<file path="config.mk">
export PLATFORM = sky130hd
export DESIGN_NAME = timer_scheduler
export DESIGN_NICKNAME = d
export VERILOG_FILES = /design/src/rtl/timer_scheduler.sv
export SDC_FILE = /design/constraint.sdc
export NUM_CORES = 1
export LEC_CHECK = 0
export BUFFER_PORTS_ARGS = -buffer_cell sky130_fd_sc_hd__buf_4
export CAP_MARGIN = 20
export CELL_PAD_IN_SITES_DETAIL_PLACEMENT = 1
export CELL_PAD_IN_SITES_GLOBAL_PLACEMENT = 1
export CORE_AREA = 2 2 130 132
export DETAILED_ROUTE_END_ITERATION = 7
export DIE_AREA = 0 0 132 134
export PLACE_DENSITY_LB_ADDON = 0.1
export SETUP_SLACK_MARGIN = 0.4
export SLEW_MARGIN = 20
export SYNTH_ARGS = -nofsm -noshare
export SYNTH_HDL_FRONTEND = slang
export SYNTH_SLANG_ARGS = --single-unit
</file>
<file path="constraint.sdc">
create_clock -name clk -period 2.5 [get_ports clk]
set_input_delay 0.25 -clock clk [delete_from_list [all_inputs] [get_ports clk]]
set_output_delay 0.25 -clock clk [all_outputs]
set_load 0.02 [all_outputs]
</file>
<file path="src/rtl/timer_scheduler.sv">
// Shares one one-shot millisecond timer between NCH requesters: arbitrate, set, trigger, wait for interrupt, pulse done.
// Define TIMER_SCHED_FIXED_PRIO_EN for fixed priority (lowest index wins); default build is round-robin.
module timer_scheduler #(
  parameter int NCH = 4,
  parameter int IDW = 2
) (
  input  logic              clk,
  input  logic              reset,
  input  logic [NCH-1:0]    req,
  input  logic [32*NCH-1:0] req_value,
  input  logic [NCH-1:0]    cancel,
  output logic [NCH-1:0]    done,
  output logic              busy,
  output logic [IDW-1:0]    active_id,
  output logic [31:0]       tmr_value,
  output logic              tmr_set,
  output logic              tmr_trigger,
  input  logic              tmr_interrupt
);

  typedef enum logic [2:0] {
    S_IDLE,
    S_LOAD,
    S_TRIG,
    S_WAIT,
    S_ABORT,
    S_DRAIN
  } state_t;

  state_t          state, state_n;
  logic [NCH-1:0]  pending, pending_n;
  logic [31:0]     chan_value   [NCH];
  logic [31:0]     chan_value_n [NCH];
  logic            int_q;
  logic            rise;
  logic [IDW-1:0]  rr_ptr, rr_ptr_n;
  logic            abort_pend, abort_pend_n;
  logic [NCH-1:0]  done_n;
  logic            busy_n;
  logic [IDW-1:0]  active_id_n;
  logic [31:0]     tmr_value_n;
  logic            tmr_set_n;
  logic            tmr_trigger_n;
  logic            found;
  logic [IDW-1:0]  winner;
  logic [IDW-1:0]  idx;

  assign rise = tmr_interrupt & ~int_q;

  // Search starts at rr_ptr; the fixed-priority build holds rr_ptr at 0, so it degenerates to lowest index first.
  always_comb begin
    found  = 1'b0;
    winner = '0;
    idx    = '0;
    for (int k = 0; k < NCH; k++) begin
      idx = IDW'((int'(rr_ptr) + k) % NCH);
      if (!found && pending[idx]) begin
        found  = 1'b1;
        winner = idx;
      end
    end
  end

  always_comb begin
    state_n       = state;
    pending_n     = pending;
    chan_value_n  = chan_value;
    rr_ptr_n      = rr_ptr;
    abort_pend_n  = abort_pend;
    done_n        = '0;
    busy_n        = busy;
    active_id_n   = active_id;
    tmr_value_n   = tmr_value;
    tmr_set_n     = 1'b0;
    tmr_trigger_n = 1'b0;

    case (state)
      S_IDLE: begin
        if (found) begin
          pending_n[winner] = 1'b0;
          tmr_value_n       = chan_value[winner];
          active_id_n       = winner;
          busy_n            = 1'b1;
          tmr_set_n         = 1'b1;
          abort_pend_n      = 1'b0;
`ifdef TIMER_SCHED_FIXED_PRIO_EN
          rr_ptr_n          = '0;
`else
          rr_ptr_n          = (int'(winner) == NCH - 1) ? '0 : winner + IDW'(1);
`endif
          state_n           = S_LOAD;
        end
      end
      S_LOAD: begin
        tmr_trigger_n = 1'b1;
        if (cancel[active_id]) abort_pend_n = 1'b1;
        state_n = S_TRIG;
      end
      S_TRIG: begin
        if (cancel[active_id]) abort_pend_n = 1'b1;
        state_n = S_WAIT;
      end
      S_WAIT: begin
        // An expiry that lands with a cancel still counts as completed: the timer has already fired.
        if (rise) begin
          done_n[active_id] = 1'b1;
          busy_n            = 1'b0;
          active_id_n       = '0;
          state_n           = S_IDLE;
        end else if (abort_pend || cancel[active_id]) begin
          tmr_value_n  = '0;
          tmr_set_n    = 1'b1;
          abort_pend_n = 1'b0;
          state_n      = S_ABORT;
        end
      end
      S_ABORT: state_n = S_DRAIN;
      S_DRAIN: begin
        if (rise) begin
          busy_n      = 1'b0;
          active_id_n = '0;
          state_n     = S_IDLE;
        end
      end
      default: state_n = S_IDLE;
    endcase

    // New requests apply after the grant clear so a re-post during grant survives; cancel wins over req.
    for (int i = 0; i < NCH; i++) begin
      if (req[i]) begin
        pending_n[i]    = 1'b1;
        chan_value_n[i] = req_value[32*i +: 32];
      end
      if (cancel[i]) pending_n[i] = 1'b0;
    end
  end

  always_ff @(negedge clk) begin
    if (reset) begin
      state       <= S_IDLE;
      pending     <= '0;
      int_q       <= 1'b0;
      rr_ptr      <= '0;
      abort_pend  <= 1'b0;
      done        <= '0;
      busy        <= 1'b0;
      active_id   <= '0;
      tmr_value   <= '0;
      tmr_set     <= 1'b0;
      tmr_trigger <= 1'b0;
    end else begin
      state       <= state_n;
      pending     <= pending_n;
      int_q       <= tmr_interrupt;
      rr_ptr      <= rr_ptr_n;
      abort_pend  <= abort_pend_n;
      done        <= done_n;
      busy        <= busy_n;
      active_id   <= active_id_n;
      tmr_value   <= tmr_value_n;
      tmr_set     <= tmr_set_n;
      tmr_trigger <= tmr_trigger_n;
    end
  end

  always_ff @(negedge clk) begin
    chan_value <= chan_value_n;
  end

endmodule

</file>
======== Word-level counts from Yosys, hierarchy flattened ========
Index checks and enable logic that the tools add are counted.
Widths: inputs -> output; s select.
storage, ports and cells
  register bits after elaboration ......... 180
  logic and storage cells ................. 145
  input bits .............................. 139
  output and inout bits ................... 41
operators by class
  bitwise logic cells ..................... 7
  magnitude comparators ................... 9
  eq/ne operators ......................... 13
  $add $sub $neg .......................... 4
  multiplexer cells ....................... 57
  reduce and logical (&&, ||, !) cells .... 37
operators by type and width
  operator             number
  $mux 32              5
  $bmux 32 s2          1
  $pmux 32 s2          1
  $mux 1               25
  $reduce_bool 2->1    10
  $lt 2x3->1 const B   6
  $pmux 3 s6           1
  $mux 2               7
  $mux 3               4
  $reduce_or 2->1      6
  $bmux 1 s2           5
  $reduce_and 2->1     5
  $mux 4               2
  $ne 2x2->1 const B   4
  $eq 3x2->1 const B   2
  $eq 3x3->1 const B   2
  $reduce_and 3->1     2
  $logic_and 1x1->1    5
  $reduce_and 5->1     1
  $add 2x1->2 const B  2
  $add 2x2->2 const B  2
  $and 4x4->4          1
  $demux 1 s2          2
  $ge 2x1->1 const B   2
  18 further kinds     24

======== Depth between registers and ports, before layout ========
  word-level depth ........................ 21
  mapped depth ............................ 10
  gate-level depth less buffers ........... 8

==> impl_metrics.xml <==
<?xml version="1.0" encoding="UTF-8"?>
<metrics>
  <group name="finish">
    <metric name="area.growth.synth_to_final" unit="%">53.55</metric>
    <metric name="utilization" unit="%">63.12</metric>
    <metric name="post_route_cells_drive_above_1_share" unit="%">40.14</metric>
    <metric name="nNetsFinal" unit="">960</metric>
    <metric name="antenna_cells" unit="">0</metric>
  </group>
  <group name="clock_network">
    <metric name="cts_inserted_buffers" unit="">17</metric>
    <metric name="clock_tree.htree_level_count" unit="">4</metric>
    <metric name="tritoncts" unit="">built</metric>
    <metric name="clock_latency_late_sink" unit="ns">0.48</metric>
    <metric name="clock_path_buffers" unit="">2</metric>
    <metric name="cts.clk_slew.worst_paths" unit="ns">0.04</metric>
    <metric name="cts_hold_buffers" unit="">0</metric>
    <metric name="clock_sinks" unit="">180</metric>
    <metric name="clock_tree.root_cell" unit="">clkbuf_16</metric>
  </group>
  <group name="critical_path">
    <metric name="worstSetupEndpointType" unit="">flop</metric>
    <metric name="regToRegEndpoint" unit="">tmr_value[26]</metric>
    <metric name="worst-path-max-fanout" unit="">6</metric>
    <metric name="source_of_the_critical_timing_path" unit="">cancel[3]</metric>
    <metric name="r2r-start" unit="">pending[2]</metric>
    <metric name="criticalPathCategory" unit="">in -&gt; reg</metric>
    <metric name="ff2ff_path_depth" unit="">7</metric>
    <metric name="worst-endpoint-required" unit="ns">1.62</metric>
    <metric name="ff2ff_setup_slack" unit="ns">0.16</metric>
    <metric name="worstSetupEndpoint" unit="">tmr_value[4]</metric>
    <metric name="start_kind" unit="">primary input</metric>
    <metric name="critical_path_data_arrival_time" unit="ns">1.80</metric>
  </group>
  <group name="placement">
    <metric name="place.gp.congestion" unit="">0.8097</metric>
    <metric name="hpwlAfterDp" unit="µm">11750</metric>
    <metric name="placement.io_buffers" unit="">179</metric>
  </group>
  <group name="global_route">
    <metric name="grt_antenna_before_repair" unit="">0</metric>
    <metric name="number_of_global_route_vias_before_repair" unit="">6242</metric>
    <metric name="globalRouteTotalUtil" unit="%">23.32</metric>
    <metric name="overflow" unit="">0</metric>
    <metric name="grt_max_degree" unit="">54</metric>
    <metric name="grt_first_pass_wirelength" unit="µm">31080</metric>
  </group>
  <group name="run_status">
    <metric name="outcome" unit="">finished with violations</metric>
    <metric name="violations" unit="">setup timing</metric>
  </group>
  <group name="timing">
    <metric name="drv_slew" unit="">0</metric>
    <metric name="rsz0062_at_grt" unit="">true</metric>
    <metric name="fin_skew" unit="ns">0.02790</metric>
    <metric name="least_setup_slack_across_all_paths_after_layout" unit="ns">-0.1806</metric>
    <metric name="max_slew.worst_pin.slew" unit="ns">1.134</metric>
    <metric name="holdWs" unit="ns">0.4632</metric>
    <metric name="hold_viol" unit="">0</metric>
    <metric name="slew_headroom" unit="%">24.09</metric>
    <metric name="setup_violations" unit="">33</metric>
  </group>
  <group name="worst_hold_path">
    <metric name="worstHoldPathType" unit="">reg -&gt; reg</metric>
  </group>
  <group name="synth">
    <metric name="post-synth-top-area-cell" unit="">edfxtp_1</metric>
    <metric name="synthTopCellsByArea" unit="">edfxtp_1 (57%), dfxtp_1 (16%), mux2i_1 (9.4%)</metric>
    <metric name="avg_cell_area_syn" unit="µm²">15.87</metric>
    <metric name="post_synth_num_cell_types" unit="">48</metric>
    <metric name="yosys.area.top_type_share" unit="%">57.40</metric>
    <metric name="seq_area_frac_synth" unit="%">72.94</metric>
    <metric name="synth_enable_flop_cells" unit="">128</metric>
    <metric name="post-synth-top-count-cell" unit="">edfxtp_1</metric>
    <metric name="syn-instance-count" unit="">422</metric>
    <metric name="synthesis.area" unit="mm²">0.006696</metric>
    <metric name="synth_ff_type" unit="">edfxtp_1</metric>
    <metric name="synth.ff_latch_count" unit="">180</metric>
    <metric name="fraction_of_registers_with_async_set_or_reset_after_synthesis" unit="%">0</metric>
    <metric name="synth_fp_nets" unit="">562</metric>
    <metric name="synth.cells.most_frequent" unit="">edfxtp_1 (128), mux2i_1 (63), dfxtp_1 (52)</metric>
    <metric name="yosysWarnings" unit="">0</metric>
  </group>
  <group name="routing">
    <metric name="antenna_left" unit="">0</metric>
    <metric name="route.detailed.vias_per_inst" unit="">4.974</metric>
    <metric name="drc" unit="">0</metric>
    <metric name="avgRoutedWirePerCell" unit="µm">18.99</metric>
    <metric name="routed-via-count" unit="">5233</metric>
    <metric name="drt_first_iter_violations" unit="">198</metric>
    <metric name="drt_wl_total" unit="µm">19970</metric>
    <metric name="drt_pre_antenna_iters" unit="">4</metric>
  </group>
  <group name="floorplanning">
    <metric name="die_height" unit="µm">134</metric>
    <metric name="std_cell_rows" unit="">47</metric>
    <metric name="die_extent_in_x" unit="µm">132</metric>
    <metric name="core_ar" unit="mm²">0.01629</metric>
    <metric name="boundaryPins" unit="">180</metric>
    <metric name="initial_core_util" unit="%">41.11</metric>
    <metric name="total_die_area" unit="mm²">0.01769</metric>
  </group>
  <group name="power_and_ir_drop">
    <metric name="power_density" unit="mW/mm²">906.5</metric>
    <metric name="design_power_total" unit="mW">9.321</metric>
    <metric name="vdd.ir_drop.worst" unit="V">0.0006760</metric>
    <metric name="p_leak" unit="nW">5.009</metric>
  </group>
  <group name="flow_run">
    <metric name="cap_viol_max_count" unit="">0</metric>
  </group>
</metrics>
-- flip-flops by register name (all words and copies together) (netlist names) --
register,count
tmr_trigger,1
int_q,1
tmr_value,32
abort_pend,1
state,3
pending,4
rr_ptr,2
done,4
chan_value,128
busy,1
active_id,2
tmr_set,1
-- power by group --
group,internal (mW),switching [mW]
combinational,0.756,0.730
sequential,3.58,0.208
clock,1.99,2.06
total,6.33,2.99
-- cells in the final DEF (no fill, tap or decap), types with 8 or more instances in the layout --
master and count:
inv_1 182, buf_4 162, edfxtp_1 128, mux2i_1 63
buf_6 48, dfxtp_2 41, nand2_1 31, o221ai_1 24
clkbuf_16 17, nor2_1 12, nand2_2 9, buf_12 9
dfxtp_1 8
-- cells by family (layout without fill, tap and decap cells) --
kind of cell	count (synthesis)	in the layout	share of synthesized area (%)
AOI/OAI and AO/OA	62	62	7.530
xor gates and xnor gates	1	1	0.1308
adders and majority gates	1	1	0.1868
buffers and inverters	24	434	2.261
DFF	180	180	72.94
muxes	65	65	10.09
and+or+nand+nor	89	89	6.857
-- how the worst min path moves through the flow --
stage / end / slack, ns / depth (start not counted) / from
2_1_floorplan: state[0] / 0.48 / 1 / state[0]
3_3_place_gp: tmr_value[25] / 0.45 / 2 / tmr_value[25]
4_1_cts: tmr_value[18] / 0.46 / 2 / tmr_value[18]
6_report: tmr_value[24] / 0.46 / 2 / tmr_value[24]
5_1_grt: tmr_value[18] / 0.48 / 2 / tmr_value[18]
3_5_place_dp: tmr_value[18] / 0.45 / 2 / tmr_value[18]
-- through the flow --
step / setup TNS (ns) / setup WS, ns / std cells / instance area, µm²
floorplan: -12.18 / -0.3785 / 422 / 6726
global placement: -19.37 / -0.5710 / 820 / 8449
detailed placement: -20.31 / -0.6019 / 820 / 8449
CTS: -3.167 / -0.1168 / 1040 / 10090
global route: -6.767 / -0.2307 / 1052 / 10280
finish: -4.941 / -0.1806 / 1052 / 10280
-- layout make-up --
| cell class | instances | area (µm²) |
|---|---|---|
| Fill cell | 1662 | 6007 |
| Sequential cell | 180 | 4947 |
| Timing Repair Buffer | 220 | 1952 |
| Multi-Input combinational cell | 218 | 1798 |
| Clock inverter | 194 | 870.8 |
| Clock buffer | 17 | 425.4 |
| Tap cell | 220 | 275.3 |
| Inverter | 3 | 13.76 |
-- routing by layer --
metal | up-vias | global-route usage (%) | routed length (µm) | part of all wire (%)
met3 | 31 | 11.19 | 1305 | 6.5
met5 | - | 0 | 0 | 0
met1 | 2563 | 23.34 | 7579 | 38
met2 | 202 | 40.45 | 10780 | 54
met4 | 0 | 11.96 | 311 | 1.6
li1 | 2437 | - | - | -
-- critical path: stages --
cell and delay [ns]:
buf_6 0.09, mux4_2 0.52, o2111ai_2 0.24, nor3b_4 0.29, buf_6 0.16, buf_8 0.12
nand2_2 0.06, o221ai_2 0.06
-- repair_timing --
action | CTS | global route
endpoints found under the setup margin | 78 | 81
resized for setup | 101 | 29
setup buffers | 9 | 12
pin swaps | 5 | 5
gates cloned | 1 | 0
(Power assumes the default switching activity.)
